## src/rtl/axi4_read_router_if.sv

```systemverilog
// ---------------------------------------------------------------------------
// axi4_read_router_if
//
// Bundles every bus signal of the single-master AXI4 read router: the
// upstream master AR/R channels (m_*) and the four downstream RAM slave
// ports (s_*). The slave-side vectors are packed so that bit k / slice k
// belongs to slave port k (bit 3 = RAM1 ... bit 0 = RAM4).
//
// Modports:
//   slave  - the router itself: receives master AR, drives master R,
//            drives the broadcast slave AR and per-slave R ready.
//   master - the surrounding environment: the upstream master together
//            with the four RAM slaves (drives everything the router reads).
// ---------------------------------------------------------------------------
interface axi4_read_router_if #(
    parameter int ID_WIDTH   = 4,
    parameter int DATA_WIDTH = 32
);
    // Upstream master AR channel
    logic [ID_WIDTH-1:0]     m_arid;
    logic [31:0]             m_araddr;
    logic [7:0]              m_arlen;
    logic [2:0]              m_arsize;
    logic [1:0]              m_arburst;
    logic                    m_arvalid;
    logic                    m_arready;

    // Upstream master R channel
    logic [ID_WIDTH-1:0]     m_rid;
    logic [DATA_WIDTH-1:0]   m_rdata;
    logic [1:0]              m_rresp;
    logic                    m_rlast;
    logic                    m_rvalid;
    logic                    m_rready;

    // Downstream AR channel, payload broadcast to all four slaves
    logic [ID_WIDTH-1:0]     s_arid;
    logic [31:0]             s_araddr;
    logic [7:0]              s_arlen;
    logic [2:0]              s_arsize;
    logic [1:0]              s_arburst;
    logic [3:0]              s_arvalid;
    logic [3:0]              s_arready;

    // Downstream R channels, packed per slave
    logic [4*ID_WIDTH-1:0]   s_rid;
    logic [4*DATA_WIDTH-1:0] s_rdata;
    logic [7:0]              s_rresp;
    logic [3:0]              s_rlast;
    logic [3:0]              s_rvalid;
    logic [3:0]              s_rready;

    modport slave (
        input  m_arid, m_araddr, m_arlen, m_arsize, m_arburst, m_arvalid,
        output m_arready,
        output m_rid, m_rdata, m_rresp, m_rlast, m_rvalid,
        input  m_rready,
        output s_arid, s_araddr, s_arlen, s_arsize, s_arburst, s_arvalid,
        input  s_arready,
        input  s_rid, s_rdata, s_rresp, s_rlast, s_rvalid,
        output s_rready
    );

    modport master (
        output m_arid, m_araddr, m_arlen, m_arsize, m_arburst, m_arvalid,
        input  m_arready,
        input  m_rid, m_rdata, m_rresp, m_rlast, m_rvalid,
        output m_rready,
        input  s_arid, s_araddr, s_arlen, s_arsize, s_arburst, s_arvalid,
        output s_arready,
        output s_rid, s_rdata, s_rresp, s_rlast, s_rvalid,
        input  s_rready
    );
endinterface

```

## src/rtl/axi4_read_router.sv

```systemverilog
// ---------------------------------------------------------------------------
// axi4_read_router
//
// Single-master AXI4 read-channel router. One AR transaction is accepted at
// a time, its address is decoded into a one-hot slave select by
// ADDRESS_CHECK, and the AR is forwarded to the selected RAM slave. That
// slave's R beats are then passed straight through to the master. Addresses
// outside the four RAM windows are answered locally with a full-length
// DECERR burst.
//
// Ports:
//   ACLK    - clock, all logic on the rising edge
//   ARESET  - synchronous active-high reset
//   bus     - axi4_read_router_if.slave: master AR/R channels plus the four
//             downstream RAM slave AR/R channels (bit 3 = RAM1 ... bit 0 = RAM4)
//
// Parameters:
//   ID_WIDTH, DATA_WIDTH - must match the widths of the connected interface
// ---------------------------------------------------------------------------

// ---------------------------------------------------------------------------
// ADDRESS_CHECK
//
// Address decoder shared with the crossbar. Produces a one-hot slave select
// for the four 4 KiB RAM windows starting at address 0, or all zeros when
// the address is unmapped or valid is low.
//
// Ports:
//   valid  - qualifies the address
//   addr   - 32-bit byte address
//   select - one-hot select, bit 3 = [0x0000,0x1000) ... bit 0 = [0x3000,0x4000)
// ---------------------------------------------------------------------------
module ADDRESS_CHECK (
    input  logic        valid,
    input  logic [31:0] addr,
    output logic [3:0]  select
);
    // Only the lowest 16 KiB is mapped; bits [13:12] pick the 4 KiB window.
    always_comb begin
        select = 4'b0000;
        if (valid && (addr[31:14] == 18'd0)) begin
            case (addr[13:12])
                2'd0:    select = 4'b1000;
                2'd1:    select = 4'b0100;
                2'd2:    select = 4'b0010;
                default: select = 4'b0001;
            endcase
        end
    end
endmodule

module axi4_read_router #(
    parameter int ID_WIDTH   = 4,
    parameter int DATA_WIDTH = 32
) (
    input  logic               ACLK,
    input  logic               ARESET,
    axi4_read_router_if.slave  bus
);
    localparam logic [1:0] IDLE   = 2'd0;
    localparam logic [1:0] FWD_AR = 2'd1;
    localparam logic [1:0] DATA   = 2'd2;
    localparam logic [1:0] ERR    = 2'd3;

    logic [1:0]            state;

    logic [ID_WIDTH-1:0]   arid_q;
    logic [31:0]           araddr_q;
    logic [7:0]            arlen_q;
    logic [2:0]            arsize_q;
    logic [1:0]            arburst_q;
    logic [3:0]            sel_q;
    logic [7:0]            beat_cnt;

    logic [3:0]            dec_sel;

    logic                  sel_arready;
    logic                  sel_rvalid;
    logic                  sel_rlast;
    logic [ID_WIDTH-1:0]   sel_rid;
    logic [DATA_WIDTH-1:0] sel_rdata;
    logic [1:0]            sel_rresp;

    // Decode is qualified by m_arvalid so an idle bus never produces a select.
    ADDRESS_CHECK u_address_check (
        .valid  (bus.m_arvalid),
        .addr   (bus.m_araddr),
        .select (dec_sel)
    );

    // The slave AR handshake only counts on the selected port; ready from
    // the other slaves is masked off.
    assign sel_arready = |(bus.s_arready & sel_q);

    // Pick the selected slave's R slice. sel_q is one-hot, so at most one
    // iteration matches and the others leave the defaults untouched.
    always_comb begin
        sel_rvalid = 1'b0;
        sel_rlast  = 1'b0;
        sel_rid    = '0;
        sel_rdata  = '0;
        sel_rresp  = '0;
        for (int k = 0; k < 4; k++) begin
            if (sel_q[k]) begin
                sel_rvalid = bus.s_rvalid[k];
                sel_rlast  = bus.s_rlast[k];
                sel_rid    = bus.s_rid[k*ID_WIDTH +: ID_WIDTH];
                sel_rdata  = bus.s_rdata[k*DATA_WIDTH +: DATA_WIDTH];
                sel_rresp  = bus.s_rresp[2*k +: 2];
            end
        end
    end

    // Transaction sequencer. IDLE captures the AR and select; mapped
    // addresses go through FWD_AR then DATA, unmapped ones go straight to
    // ERR, which counts down the local DECERR beats from the captured ARLEN.
    always_ff @(posedge ACLK) begin
        if (ARESET) begin
            state     <= IDLE;
            arid_q    <= '0;
            araddr_q  <= '0;
            arlen_q   <= '0;
            arsize_q  <= '0;
            arburst_q <= '0;
            sel_q     <= '0;
            beat_cnt  <= '0;
        end else begin
            case (state)
                IDLE: begin
                    if (bus.m_arvalid) begin
                        arid_q    <= bus.m_arid;
                        araddr_q  <= bus.m_araddr;
                        arlen_q   <= bus.m_arlen;
                        arsize_q  <= bus.m_arsize;
                        arburst_q <= bus.m_arburst;
                        sel_q     <= dec_sel;
                        beat_cnt  <= bus.m_arlen;
                        state     <= (dec_sel != 4'b0000) ? FWD_AR : ERR;
                    end
                end
                FWD_AR: begin
                    if (sel_arready) begin
                        state <= DATA;
                    end
                end
                DATA: begin
                    if (sel_rvalid && bus.m_rready && sel_rlast) begin
                        state <= IDLE;
                    end
                end
                ERR: begin
                    if (bus.m_rready) begin
                        if (beat_cnt == 8'd0) begin
                            state <= IDLE;
                        end else begin
                            beat_cnt <= beat_cnt - 8'd1;
                        end
                    end
                end
                default: state <= IDLE;
            endcase
        end
    end

    // The AR payload seen by the slaves is the captured copy, so it stays
    // stable for as long as the selected slave withholds s_arready.
    assign bus.s_arid    = arid_q;
    assign bus.s_araddr  = araddr_q;
    assign bus.s_arlen   = arlen_q;
    assign bus.s_arsize  = arsize_q;
    assign bus.s_arburst = arburst_q;

    // Handshake outputs are forced low while ARESET is high so that no AR
    // is accepted and no R beat completes on the reset edge of an
    // abandoned transaction.
    assign bus.m_arready = (state == IDLE) && !ARESET;
    assign bus.s_arvalid = ((state == FWD_AR) && !ARESET) ? sel_q : 4'b0000;
    assign bus.s_rready  = ((state == DATA) && !ARESET && bus.m_rready) ? sel_q : 4'b0000;

    // Master R channel: zero-latency pass-through in DATA, locally generated
    // DECERR beats in ERR (held stable by the registers during stalls),
    // quiet otherwise.
    always_comb begin
        bus.m_rvalid = 1'b0;
        bus.m_rid    = '0;
        bus.m_rdata  = '0;
        bus.m_rresp  = 2'b00;
        bus.m_rlast  = 1'b0;
        if (!ARESET) begin
            case (state)
                DATA: begin
                    bus.m_rvalid = sel_rvalid;
                    bus.m_rid    = sel_rid;
                    bus.m_rdata  = sel_rdata;
                    bus.m_rresp  = sel_rresp;
                    bus.m_rlast  = sel_rlast;
                end
                ERR: begin
                    bus.m_rvalid = 1'b1;
                    bus.m_rid    = arid_q;
                    bus.m_rdata  = '0;
                    bus.m_rresp  = 2'b11;
                    bus.m_rlast  = (beat_cnt == 8'd0);
                end
                default: begin
                end
            endcase
        end
    end
endmodule
```

## src/flat_wrapper.sv

```systemverilog
// flat-port wrapper written by rule: the top's interface ports become plain ports
module axi4_read_router_flat 
#(
    parameter int ID_WIDTH   = 4,
    parameter int DATA_WIDTH = 32
)
  (ACLK, ARESET, bus_m_arid, bus_m_araddr, bus_m_arlen, bus_m_arsize, bus_m_arburst, bus_m_arvalid, bus_m_arready, bus_m_rid, bus_m_rdata, bus_m_rresp, bus_m_rlast, bus_m_rvalid, bus_m_rready, bus_s_arid, bus_s_araddr, bus_s_arlen, bus_s_arsize, bus_s_arburst, bus_s_arvalid, bus_s_arready, bus_s_rid, bus_s_rdata, bus_s_rresp, bus_s_rlast, bus_s_rvalid, bus_s_rready);
  axi4_read_router_if #(.ID_WIDTH(ID_WIDTH), .DATA_WIDTH(DATA_WIDTH)) bus_i ();
  input  logic ACLK;
  input  logic ARESET;
  input wire logic [$bits(bus_i.m_arid)-1:0] bus_m_arid;
  input wire logic [$bits(bus_i.m_araddr)-1:0] bus_m_araddr;
  input wire logic [$bits(bus_i.m_arlen)-1:0] bus_m_arlen;
  input wire logic [$bits(bus_i.m_arsize)-1:0] bus_m_arsize;
  input wire logic [$bits(bus_i.m_arburst)-1:0] bus_m_arburst;
  input wire logic [$bits(bus_i.m_arvalid)-1:0] bus_m_arvalid;
  output wire logic [$bits(bus_i.m_arready)-1:0] bus_m_arready;
  output wire logic [$bits(bus_i.m_rid)-1:0] bus_m_rid;
  output wire logic [$bits(bus_i.m_rdata)-1:0] bus_m_rdata;
  output wire logic [$bits(bus_i.m_rresp)-1:0] bus_m_rresp;
  output wire logic [$bits(bus_i.m_rlast)-1:0] bus_m_rlast;
  output wire logic [$bits(bus_i.m_rvalid)-1:0] bus_m_rvalid;
  input wire logic [$bits(bus_i.m_rready)-1:0] bus_m_rready;
  output wire logic [$bits(bus_i.s_arid)-1:0] bus_s_arid;
  output wire logic [$bits(bus_i.s_araddr)-1:0] bus_s_araddr;
  output wire logic [$bits(bus_i.s_arlen)-1:0] bus_s_arlen;
  output wire logic [$bits(bus_i.s_arsize)-1:0] bus_s_arsize;
  output wire logic [$bits(bus_i.s_arburst)-1:0] bus_s_arburst;
  output wire logic [$bits(bus_i.s_arvalid)-1:0] bus_s_arvalid;
  input wire logic [$bits(bus_i.s_arready)-1:0] bus_s_arready;
  input wire logic [$bits(bus_i.s_rid)-1:0] bus_s_rid;
  input wire logic [$bits(bus_i.s_rdata)-1:0] bus_s_rdata;
  input wire logic [$bits(bus_i.s_rresp)-1:0] bus_s_rresp;
  input wire logic [$bits(bus_i.s_rlast)-1:0] bus_s_rlast;
  input wire logic [$bits(bus_i.s_rvalid)-1:0] bus_s_rvalid;
  output wire logic [$bits(bus_i.s_rready)-1:0] bus_s_rready;
  assign bus_i.m_arid = bus_m_arid;
  assign bus_i.m_araddr = bus_m_araddr;
  assign bus_i.m_arlen = bus_m_arlen;
  assign bus_i.m_arsize = bus_m_arsize;
  assign bus_i.m_arburst = bus_m_arburst;
  assign bus_i.m_arvalid = bus_m_arvalid;
  assign bus_m_arready = bus_i.m_arready;
  assign bus_m_rid = bus_i.m_rid;
  assign bus_m_rdata = bus_i.m_rdata;
  assign bus_m_rresp = bus_i.m_rresp;
  assign bus_m_rlast = bus_i.m_rlast;
  assign bus_m_rvalid = bus_i.m_rvalid;
  assign bus_i.m_rready = bus_m_rready;
  assign bus_s_arid = bus_i.s_arid;
  assign bus_s_araddr = bus_i.s_araddr;
  assign bus_s_arlen = bus_i.s_arlen;
  assign bus_s_arsize = bus_i.s_arsize;
  assign bus_s_arburst = bus_i.s_arburst;
  assign bus_s_arvalid = bus_i.s_arvalid;
  assign bus_i.s_arready = bus_s_arready;
  assign bus_i.s_rid = bus_s_rid;
  assign bus_i.s_rdata = bus_s_rdata;
  assign bus_i.s_rresp = bus_s_rresp;
  assign bus_i.s_rlast = bus_s_rlast;
  assign bus_i.s_rvalid = bus_s_rvalid;
  assign bus_s_rready = bus_i.s_rready;
  axi4_read_router #(.ID_WIDTH(ID_WIDTH), .DATA_WIDTH(DATA_WIDTH)) u_core (.ACLK(ACLK), .ARESET(ARESET), .bus(bus_i));
endmodule
```

## config.mk

```make
export PLATFORM = sky130hd
export DESIGN_NAME = axi4_read_router_flat
export DESIGN_NICKNAME = d
export VERILOG_FILES = /design/src/rtl/axi4_read_router_if.sv /design/src/rtl/axi4_read_router.sv /design/src/flat_wrapper.sv
export SDC_FILE = /design/constraint.sdc
export NUM_CORES = 1
export LEC_CHECK = 0
export ABC_AREA = 0
export BUFFER_PORTS_ARGS = -buffer_cell sky130_fd_sc_hd__buf_2
export CAP_MARGIN = 20
export CORE_AREA = 2 2 124 126
export CTS_BUF_LIST = sky130_fd_sc_hd__clkbuf_4
export DETAILED_ROUTE_END_ITERATION = 10
export DIE_AREA = 0 0 126 128
export SETUP_SLACK_MARGIN = 0.05
export SYNTH_ARGS = -nofsm -noshare
export SYNTH_HDL_FRONTEND = slang
export SYNTH_SLANG_ARGS = --single-unit
export TNS_END_PERCENT = 30
```

## constraint.sdc

```tcl
create_clock -name ACLK -period 3.3 [get_ports ACLK]
set_clock_uncertainty 0.1 [all_clocks]
set_input_delay 0.66 -clock ACLK [delete_from_list [all_inputs] [get_ports ACLK]]
set_output_delay 0.66 -clock ACLK [all_outputs]
set_load 0.1 [all_outputs]
```

==> flow_metrics.env <==
export IMPL_status="finished clean"
export IMPL_clkTransAtPathRegs_ps=110
export IMPL_tritoncts="yes"
export IMPL_register_area_um2=1265
export IMPL_place_gp_congestion=0.8963
export IMPL_multi_input_area_um2=2501
export IMPL_die_y_um=128
export IMPL_drt_iter0_drc=236
export IMPL_arrival_ps=2360
export IMPL_vdd_drop_max_mv=0.3869
export IMPL_cp_start_kind="flop"
export IMPL_htree_num_levels=3
export IMPL_clock_root_buffer="clkbuf_4"
export IMPL_min_path_type="flop to flop"
export IMPL_clk_latency_ps=400
export IMPL_worst_slew_pin_slew_ps=837.4
export IMPL_drc=0
export IMPL_port_buffers=314
export IMPL_wl_per_cell_um=15.64
export IMPL_gr_total_overflow=0
export IMPL_antenna_found_initial=5
export IMPL_path_buf_inv=2
export IMPL_yosysTopAreaCellShare_pct=31.93
export IMPL_synth_edf_count=0
export IMPL_synth_main_ff_cell="dfxtp_1"
export IMPL_use_met3_pct=5.217
export IMPL_layout_drive_gt1_share_pct=41.49
export IMPL_yosys_register_bits=63
export IMPL_endpoint_kind="primary output"
export IMPL_die_w_um=126
export IMPL_drtAntennaViolNets=0
export IMPL_syn_inst=582
export IMPL_cts_resized=0
export IMPL_cp_top_family="buffers and inverters"
export IMPL_maxSlewHeadroom_pct=43.98
export IMPL_post_place_ws_ps=516.0
export IMPL_path_cells="nor2b_4, buf_12, a221oi_1, nor3_1, a211oi_1, nor3_2, buf_2"
export IMPL_ys_async_sr_fraction_pct=0
export IMPL_required_ps=2540
export IMPL_yosysUniqueCellTypes=42
export IMPL_coreArea_um2=14860
export IMPL_grt_busiest_layer="met2"
export IMPL_path_max_fanout=29
export IMPL_critical_path_max_stage_delay_ps=450
export IMPL_p_per_area_nw_per_um2=569.9
export IMPL_num_rows=45
export IMPL_grt_use_met2_pct=33.05
export IMPL_p_leak_nw=2.749
export IMPL_grt_util_met1_pct=23.32
export IMPL_postCtsSetupBuffers=0
export IMPL_clock_sinks=63
export IMPL_drt_total_wl_um=16610
export IMPL_vias=5272
export IMPL_fin_crit_sh_pct=94.47
export IMPL_numCtsBuffers=9
export IMPL_final_nets=1085
export IMPL_syn_area_per_cell_um2=6.787
export IMPL_synthesis_area_um2=3950
export IMPL_final_util_pct=39.79
export IMPL_critical_path_class="flop to primary output"
export IMPL_yosysTopAreaCell="dfxtp_1"
export IMPL_floorplan_initialDensity_pct=26.57
export IMPL_max_freq_mhz=320.8
export IMPL_netlist_top_cells_area="dfxtp_1 (32%), a21oi_1 (13%), nand2_1 (10%)"
export IMPL_ctsHoldBuffers=0
export IMPL_routed_via_density=4.964
export IMPL_rsz0062_at_grt="true"
export IMPL_slew_viol_final=0
export IMPL_place_hpwl_um=12790
export IMPL_clk_path_buf_depth=2
export IMPL_dp_cells=1043
export IMPL_grt_max_degree=59
export IMPL_io_pins=315
export IMPL_first_pass_iters=5
export IMPL_max_cap_violations=0
export IMPL_finalSetupViolCount=0
export IMPL_area_delta_synth_final_pct=49.73
export IMPL_whs_ps=357.5
export IMPL_ys_top_cells_by_count="nand2_1 (109), a21oi_1 (103), dfxtp_1 (63)"
export IMPL_grt_use_total_pct=19.23
export IMPL_grt_first_pass_wirelength_um=24980
export IMPL_worst_slack_ps=182.4
export IMPL_seq_area_frac_synth_pct=31.93
export IMPL_cp_slowest_cell="buf_2"
export IMPL_yosysMostFrequentCell="nand2_1"
export IMPL_die_area_um2=16130
export IMPL_period_needed_ps=3118
export IMPL_grt_pass1_vias=4765
export IMPL_fillCellCount=1653
export IMPL_final_cell_count_no_fill=1062
export IMPL_synth_nets=801
export IMPL_yosysWarnings=0
export IMPL_fin_tns_setup_ps=0
export IMPL_hold_viol=0
==> registers in the layout, indices dropped and copies added (netlist names) <==
register / cells
u_core.bus.s_arlen: 8
u_core.state: 2
u_core.bus.s_arsize: 3
u_core.bus.s_araddr: 32
u_core.bus.s_arburst: 2
u_core.beat_cnt: 8
u_core.sel_q: 4
u_core.bus.s_arid: 4
==> per-layer routing <==
metal	up-vias	share of wire, %
met1	2383	40
li1	2639	-
met4	2	1.9
met5	-	0.048
met3	24	8.1
met2	224	49
==> tightest hold or removal path: stages (launching register included) <==
cell     delay (ps)
dfxtp_1         320
nand2_1          50
a21oi_1          50
==> cells in the final DEF (no fill, tap or decap), types with 6 or more instances in the layout <==
cell / netlist / final
buf_2: 11 / 308
nand2_1: 109 / 108
a21oi_1: 103 / 101
dfxtp_1: 63 / 60
nor2_1: 50 / 47
nor2b_1: 41 / 40
nor3_1: 46 / 40
a221oi_1: 39 / 39
clkbuf_4: 0 / 12
buf_4: 1 / 9
and3_1: 8 / 8
o21ai_1: 8 / 8
nor4_1: 7 / 7
buf_12: 0 / 7
nor3_2: 0 / 6
==> cell families (layout without fill, tap and decap cells) <==
logic type               after synthesis  in the layout  synth area share [%]
AO/OA/AOI/OAI                        169            169                 26.32
other                                  0              4                     0
multiplexers                           1              1                0.2534
flip-flops                            63             63                 31.93
buffers and inverters                 60            348                 6.145
adder cells (fa/ha/maj)                2              2                0.6334
AND/OR/NAND/NOR                      287            287                 34.72
==> report_power, final <==
part	switching, mW	internal [mW]	total, mW	leakage (nW)
sequential	0.132	0.906	1.04	0.517
combinational	1.44	0.461	1.90	2.17
clock	0.277	0.153	0.430	0.0595
==> cell type report <==
type,count,share of cell area (%)
multi-input combinational,459,42.29
timing repair buffer,327,30.02
sequential,63,21.39
tap,188,3.977
clock buffer,10,1.269
clock inverter,5,0.4443
inverter,6,0.4443
antenna,4,0.1692
==> through the flow <==
stage | total power [mW] | cell area (µm²)
after global routing | 3.589 | 5909
final | 3.370 | 5914
after floorplan | 2.490 | 3990
after CTS | 3.404 | 5892
after global placement | 2.961 | 5791
after detailed placement | 2.961 | 5791
==> worst paths after layout <==
| path | start | to | slack, ps | cells past startpoint |
|---|---|---|---|---|
| max reg2reg | u_core.state[0] | u_core.beat_cnt[0] | 1080 | 7 |
| min | u_core.bus.s_araddr[0] | u_core.bus.s_araddr[0] | 360 | 2 |
| min reg2reg | u_core.bus.s_araddr[0] | u_core.bus.s_araddr[0] | 360 | 2 |
| max | u_core.sel_q[0] | bus_m_rid[1] | 180 | 7 |
(Power assumes the default switching activity.)
